[src/rtl/vga_char_fetch.sv]
// Double-buffered character-row fetcher: prefetches the next text row from SDRAM while the current row is displayed.
// Optional sticky late-fetch detection is compiled in with VGA_FETCH_UNDERRUN_EN.
module vga_char_fetch (
  input  logic        clk_in,
  input  logic        rst_n,
  input  logic [9:0]  raster_x,
  input  logic [9:0]  raster_y,
  input  logic [8:0]  mode_config,
  input  logic [23:0] base_addr_in,
  input  logic [23:0] disp_addr_in,
  output logic [7:0]  disp_data_out,
  output logic        mem_req_out,
  output logic [23:0] mem_addr_out,
  input  logic        mem_ack_in,
  input  logic        mem_valid_in,
  input  logic [7:0]  mem_data_in,
  output logic        underrun_out
);

  typedef enum logic [1:0] {
    ST_IDLE = 2'd0,
    ST_REQ  = 2'd1,
    ST_WAIT = 2'd2
  } fetch_state_t;

  fetch_state_t state_r, state_next_s;

  logic [7:0]  buf0_r [0:79];
  logic [7:0]  buf1_r [0:79];

  logic [6:0]  cols_s;
  logic [4:0]  rows_m1_s;
  logic [3:0]  char_y_s;
  logic [5:0]  row_s;
  logic        row_start_s;
  logic        frame_trig_s;
  logic        trig_s;
  logic [5:0]  target_s;
  logic [23:0] fetch_base_s;

  logic [6:0]  idx_r;
  logic [6:0]  idx_inc_s;
  logic [6:0]  fetch_cols_r;
  logic [23:0] fetch_start_r;
  logic        fetch_go_s;
  logic        byte_wr_s;
  logic        fetch_done_s;

  logic        disp_sel_r;
  logic        fill_valid_r;
  logic        disp_valid_r;
  logic [23:0] disp_base_r;
  logic [6:0]  disp_cols_r;
  logic [5:0]  disp_row_r;

  logic [23:0] disp_off_s;
  logic        in_range_s;
  logic [6:0]  rd_idx_s;
  logic [7:0]  rd_byte_s;
  logic        unused_s;

  assign cols_s    = mode_config[0] ? 7'd40 : 7'd80;
  assign rows_m1_s = mode_config[1] ? 5'd14 : 5'd29;
  assign char_y_s  = mode_config[1] ? raster_y[4:1] : raster_y[3:0];
  assign row_s     = mode_config[1] ? {1'b0, raster_y[9:5]} : raster_y[9:4];

  assign row_start_s  = (raster_x == 10'd0) && (char_y_s == 4'd0) && (raster_y < 10'd480);
  assign frame_trig_s = (raster_x == 10'd0) && (raster_y == 10'd480);
  // The last row has nothing below it; row 0 is prefetched during vertical blanking instead.
  assign trig_s       = (row_start_s && (row_s < {1'b0, rows_m1_s})) || frame_trig_s;
  assign target_s     = frame_trig_s ? 6'd0 : (row_s + 6'd1);
  assign fetch_base_s = base_addr_in + (24'(target_s) * 24'(cols_s));
  assign idx_inc_s    = idx_r + 7'd1;

  assign disp_off_s = disp_addr_in - disp_base_r;
  assign in_range_s = disp_off_s < 24'(disp_cols_r);
  assign rd_idx_s   = in_range_s ? disp_off_s[6:0] : 7'd0;
  assign rd_byte_s  = disp_sel_r ? buf1_r[rd_idx_s] : buf0_r[rd_idx_s];

  assign unused_s = ^{mode_config[8:2], disp_row_r};

  // Fetch state register.
  always_ff @(posedge clk_in or negedge rst_n) begin
    if (!rst_n) begin
      state_r <= ST_IDLE;
    end else begin
      state_r <= state_next_s;
    end
  end

  // Fetch next-state logic: one read outstanding at a time.
  always_comb begin
    state_next_s = state_r;
    fetch_go_s   = 1'b0;
    byte_wr_s    = 1'b0;
    fetch_done_s = 1'b0;
    case (state_r)
      ST_IDLE: begin
        if (trig_s) begin
          state_next_s = ST_REQ;
          fetch_go_s   = 1'b1;
        end else begin
          state_next_s = ST_IDLE;
        end
      end
      ST_REQ: begin
        if (mem_ack_in) begin
          state_next_s = ST_WAIT;
        end else begin
          state_next_s = ST_REQ;
        end
      end
      ST_WAIT: begin
        if (mem_valid_in) begin
          byte_wr_s = 1'b1;
          if (idx_inc_s < fetch_cols_r) begin
            state_next_s = ST_REQ;
          end else begin
            state_next_s = ST_IDLE;
            fetch_done_s = 1'b1;
          end
        end else begin
          state_next_s = ST_WAIT;
        end
      end
      default: begin
        state_next_s = ST_IDLE;
      end
    endcase
  end

  // Fetch datapath; cols and base are frozen for the whole fetch.
  always_ff @(posedge clk_in or negedge rst_n) begin
    if (!rst_n) begin
      idx_r         <= 7'd0;
      fetch_cols_r  <= 7'd80;
      fetch_start_r <= 24'd0;
      mem_addr_out  <= 24'd0;
      mem_req_out   <= 1'b0;
    end else begin
      if (fetch_go_s) begin
        idx_r         <= 7'd0;
        fetch_cols_r  <= cols_s;
        fetch_start_r <= fetch_base_s;
        mem_addr_out  <= fetch_base_s;
      end else if (byte_wr_s) begin
        idx_r        <= idx_inc_s;
        mem_addr_out <= fetch_start_r + 24'(idx_inc_s);
      end
      mem_req_out <= (state_next_s == ST_REQ);
    end
  end

  // Line buffer storage (not reset); the fill side is the one not being displayed.
  always_ff @(posedge clk_in) begin
    if (byte_wr_s) begin
      if (disp_sel_r) begin
        buf0_r[idx_r] <= mem_data_in;
      end else begin
        buf1_r[idx_r] <= mem_data_in;
      end
    end
  end

  // Buffer swap and valid-bit hand-over at each row start.
  always_ff @(posedge clk_in or negedge rst_n) begin
    if (!rst_n) begin
      disp_sel_r   <= 1'b0;
      fill_valid_r <= 1'b0;
      disp_valid_r <= 1'b0;
      disp_base_r  <= 24'd0;
      disp_cols_r  <= 7'd80;
      disp_row_r   <= 6'd0;
    end else if (row_start_s) begin
      disp_sel_r   <= ~disp_sel_r;
      disp_row_r   <= row_s;
      disp_base_r  <= 24'(row_s) * 24'(cols_s);
      disp_cols_r  <= cols_s;
      disp_valid_r <= fill_valid_r;
      fill_valid_r <= 1'b0;
    end else if (fetch_done_s) begin
      fill_valid_r <= 1'b1;
    end
  end

  // Display read port: a space character whenever the cell is missing or off-row.
  always_ff @(posedge clk_in or negedge rst_n) begin
    if (!rst_n) begin
      disp_data_out <= 8'h20;
    end else begin
      disp_data_out <= (disp_valid_r && in_range_s) ? rd_byte_s : 8'h20;
    end
  end

`ifdef VGA_FETCH_UNDERRUN_EN
  // Sticky flag: a new row or trigger arrived before the previous fetch finished.
  always_ff @(posedge clk_in or negedge rst_n) begin
    if (!rst_n) begin
      underrun_out <= 1'b0;
    end else if ((trig_s || row_start_s) && (state_r != ST_IDLE)) begin
      underrun_out <= 1'b1;
    end
  end
`else
  assign underrun_out = 1'b0;
`endif

endmodule

[config.mk]
export PLATFORM = sky130hd
export DESIGN_NAME = vga_char_fetch
export DESIGN_NICKNAME = d
export VERILOG_FILES = /design/src/rtl/vga_char_fetch.sv
export SDC_FILE = /design/constraint.sdc
export NUM_CORES = 2
export LEC_CHECK = 0
export ABC_AREA = 1
export CORE_ASPECT_RATIO = 0.8
export CORE_MARGIN = 5
export CORE_UTILIZATION = 25
export DETAILED_ROUTE_END_ITERATION = 10
export HOLD_SLACK_MARGIN = 0.06
export PLACE_DENSITY = 0.43
export SYNTH_ARGS = -nofsm -noshare
export SYNTH_HDL_FRONTEND = slang
export SYNTH_SLANG_ARGS = --single-unit
[constraint.sdc]
create_clock -name clk_in -period 4.9 [get_ports clk_in]
set_clock_uncertainty 0.1 [all_clocks]
set_input_delay 0.49 -clock clk_in [delete_from_list [all_inputs] [get_ports clk_in]]
set_output_delay 0.49 -clock clk_in [all_outputs]
set_load 0.02 [all_outputs]
==> impl_summary.md <==
Clock network
Clock tree synthesis selected as its root buffer the cell sky130_fd_sc_hd__clkbuf_16. The H-tree level count is 4. Counting every sink on the clock net gives 1363. The number of clock buffers inserted by TritonCTS is 156. TritonCTS built the clock tree. The CTS clock-pin slew for the worst setup and hold paths is 0.06 ns. No sink is reached through more buffers than the 4 on the longest clock path. The clock insertion delay at the later pin of the skew report is 0.80 ns.

STA
The timing-limited maximum frequency is 196 MHz. For the final routed database, the setup TNS stands at -1.06 ns. Measured against its own limit, the worst slew margin works out to 25.8%. Setup repair after global routing could not meet its margin everywhere. The slew at the pin closest to its max-slew limit is 1.11 ns. Of the available clock period, the critical path in the final layout requires 104%. The tightest hold path in the finished design has a slack of 0.112 ns.

The number of hold violations in the final report is 0. Across all setup checks in the final design, the least slack found is -0.213 ns. The final number of setup-violating endpoints is 14. The number of max-slew violations in the final report came to 0. Counting I/O delays and the setup requirement, the final critical path takes 5.11 ns.

Detailed routing
The overall routed net length is 213000 um. The detailed router finished its first iteration with 4346 violations. The number of optimization iterations in the first detailed-route pass is 5. After detailed routing, the number of vias per cell comes to 4.67. The mean routed wirelength per cell is 22.3 um.

The via count of the routed design is 44493. For this run, design rule violations remaining after detail routing come to 0. The number of nets with antenna violations after routing is 0.

Power and ir drop
VDD sags by at most 0.000244 V. The net switching power is 6.64 mW. The clock network burns 41.5% of the power.

Per report_power, the sequential group accounts for 48.3% of the total. The static leakage power is 29.0 nW. The portion of total power attributed to combinational logic is 10.2%. The areal power density over the cells is 353 mW/mm2. The total power is 26.9 mW. The internal cell power is 20.3 mW.

Of the total power, the share spent switching nets is 24.7%.

Synth
The sequential element share of the synthesized area is 66.5%. After synthesis, the cell types taking the most area are sky130_fd_sc_hd__edfxtp_1 (63%), sky130_fd_sc_hd__nand3_1 (9.5%), sky130_fd_sc_hd__nand2_1 (9.5%). The async set-reset flop share out of synthesis is 6.09%. After technology mapping, the gate count stands at 5695. The library cell with the largest summed area after synthesis is sky130_fd_sc_hd__edfxtp_1.

The commonest register cell after synthesis is sky130_fd_sc_hd__edfxtp_1. The cell area that synthesis handed to floorplanning was 0.0609 mm2. For this run, the number of Yosys warnings is 0. The number of register bits inferred by synthesis is 1363. The number of enable-type register cells in the synthesized netlist is 1280.

The top cell type's share of synthesized area is 63.1%. The distinct cell type count after synthesis is 54. The average instance area after synthesis is 10.7 um2.

Placement
In this run, placement finished with an instance count of 9173. The wire-length estimate of the detail-placed layout is 134000 um. During placement, the flow inserted port buffers numbering 114.

Routability-driven placement finished with a final weighted congestion of 0.850.

Status
The run finished, with violations left. The checks that failed: setup timing.

Worst setup path
STA classifies the critical path endpoint as a flop. The critical path in this run is classified as in2reg. Data on the critical path arrives at its endpoint at 5.75 ns. STA classifies the critical path startpoint as an input port.

The largest individual stage delay along the critical path comes from the cell sky130_fd_sc_hd__clkdlybuf4s50_1. For the worst setup path, the data required time is 5.53 ns. The longest individual stage delay on the worst path is 0.51 ns. The maximum net fanout on the critical path is 4. For flop-to-flop paths, the worst setup slack is 0.17 ns.

Die
The I/O pin total is 123. The die is 562 um wide. The area of the die is 0.254 mm2.

After floorplanning, the core was divided into 162 placement rows. The area of the core is 0.243 mm2. For this configuration, the core starts out at a cell density of 25.1%. The die outline height is 451 um.

Job
The tool flagged a number of max-cap violations equal to 0.

Cells and area
Once layout is complete, the cells apart from fillers number 9530. In the layout the commonest cells are sky130_fd_sc_hd__nand2_1 (1515), sky130_fd_sc_hd__edfxtp_1 (1280), sky130_fd_sc_hd__nand3_1 (1046). The fraction of layout instances using a drive strength above 1 is 17.6%. In the final design database the tool counted 6398 nets.

The core occupancy in the finished layout is 31.4%. The commonest non-fill, non-tap cell in the layout is sky130_fd_sc_hd__nand2_1. The synthesis-to-layout area growth is 25.5%. The count of filler cells inserted in the layout is 24702.

Global routing
The via count of the first global-routing pass is 42605. In the global route stage, overall resource usage came out at 15.8%. The initial antenna violation count is 4.

The global-route congestion overflow total is 0. Entering global routing, the biggest net connects 109 pins. The global-route wire length before repair is 300000 um.

Min path
The path class of the tightest hold or removal check is in2reg.
[worst paths after layout]
kind,start,to,depth (start not counted)
worst max register to register,disp_base_r[4],disp_data_out[6],30
worst min-delay path,mem_data_in[5],buf0_r[78][5],1
worst max-delay path,raster_y[8],fetch_start_r[21],32
max in group asynchronous,rst_n,idx_r[6],3
worst min register to register,disp_base_r[12],disp_base_r[12],2
min in group asynchronous,rst_n,mem_addr_out[13],2
[critical path: cells and delay by family]
family                     cells  cell delay [ns]
and+or+nand+nor                9             1.14
adders and majority gates      5             1.99
AOI/OAI and AO/OA              9             0.96
buffers and inverters          9             1.15
[kinds of logic after synthesis]
family                     count (synthesis)  share of synthesized area (%)
AOI/OAI and AO/OA                        231                           2.32
DFF                                     1363                           66.5
buffers and inverters                    740                           5.16
adders and majority gates                 90                           2.08
and+or+nand+nor                         3242                           23.5
other                                      2                         0.0123
xor gates and xnor gates                  27                          0.388
[cell type report]
| type | count | area [um2] | share of cell area, % |
|---|---|---|---|
| timing repair inverter | 1 | 11.3 | 0.0147 |
| clock buffer | 199 | 4150 | 5.43 |
| sequential | 1363 | 40500 | 53.0 |
| tap | 3198 | 4000 | 5.24 |
| clock inverter | 71 | 576 | 0.753 |
| timing repair buffer | 699 | 7140 | 9.34 |
| multi-input combinational | 3598 | 18500 | 24.2 |
| inverter | 400 | 1520 | 1.99 |
| antenna | 1 | 2.50 | 0.00327 |
[flip-flops by register name, indices dropped and copies added (netlist names), 2 cells and up]
| register | flops |
|---|---|
| mem_addr_out | 24 |
| idx_r | 7 |
| fetch_start_r | 24 |
| disp_base_r | 10 |
| fetch_cols_r | 2 |
| buf1_r | 640 |
| buf0_r | 640 |
| state_r | 2 |
| disp_data_out | 8 |
| disp_cols_r | 2 |
[stage by stage]
stage / setup WS [ns] / instance area, um2
global placement: -1.61 / 69200
global route: -0.426 / 76400
floorplan: -0.415 / 61000
detailed placement: -1.59 / 69200
CTS: -0.0914 / 74500
finish: -0.213 / 76400
[power by group through the flow]
stage / Combinational [mW] / Clock [mW] / Sequential [mW]
after floorplan: 1.08 / 0 / 13.3
after global placement: 2.51 / 0 / 13.3
after detailed placement: 2.52 / 0 / 13.3
after CTS: 2.72 / 11.5 / 13.0
after global routing: 2.99 / 11.9 / 13.0
final: 2.76 / 11.2 / 13.0
[synthesized netlist by cell type, types with 6 or more instances]
| cell | number |
|---|---|
| sky130_fd_sc_hd__a31oi_1 | 15 |
| sky130_fd_sc_hd__buf_6 | 12 |
| sky130_fd_sc_hd__o2111ai_1 | 6 |
| sky130_fd_sc_hd__nand4_1 | 135 |
| sky130_fd_sc_hd__nand3_1 | 1158 |
| sky130_fd_sc_hd__o211ai_1 | 56 |
| sky130_fd_sc_hd__o22ai_1 | 10 |
| sky130_fd_sc_hd__nand2_2 | 6 |
| sky130_fd_sc_hd__buf_4 | 19 |
| sky130_fd_sc_hd__xor2_1 | 18 |
| sky130_fd_sc_hd__nor3_1 | 20 |
| sky130_fd_sc_hd__nand3b_1 | 14 |
| sky130_fd_sc_hd__ha_1 | 71 |
| sky130_fd_sc_hd__a21oi_1 | 52 |
| sky130_fd_sc_hd__buf_1 | 22 |
| sky130_fd_sc_hd__edfxtp_1 | 1280 |
| sky130_fd_sc_hd__or2_2 | 38 |
| sky130_fd_sc_hd__clkbuf_1 | 123 |
| sky130_fd_sc_hd__dfrtp_1 | 80 |
| sky130_fd_sc_hd__nor2_1 | 294 |
| sky130_fd_sc_hd__buf_2 | 164 |
| sky130_fd_sc_hd__nand2_1 | 1543 |
| sky130_fd_sc_hd__fa_1 | 19 |
| sky130_fd_sc_hd__o21ai_0 | 69 |
| sky130_fd_sc_hd__inv_2 | 17 |
| sky130_fd_sc_hd__xnor2_1 | 9 |
| sky130_fd_sc_hd__inv_1 | 381 |
[repair_timing]
action,in CTS,in global routing
hold buffers,4,0
endpoints found under the setup margin,31,34
pin swaps,41,64
gates resized for setup,94,237
hold endpoints to repair,99,0
setup buffers,33,34
gates cloned,1,21
[routing by layer]
| layer | track usage [%] | share of wire, % | vias to the layer above |
|---|---|---|---|
| met3 | 3.82 | 7.3 | 248 |
| met2 | 22.8 | 42 | 1315 |
| met1 | 23.7 | 48 | 22071 |
| met5 | 0 | 0 | - |
| li1 | - | - | 20859 |
| met4 | 3.48 | 2.0 | 0 |
(Power assumes the default switching activity.)
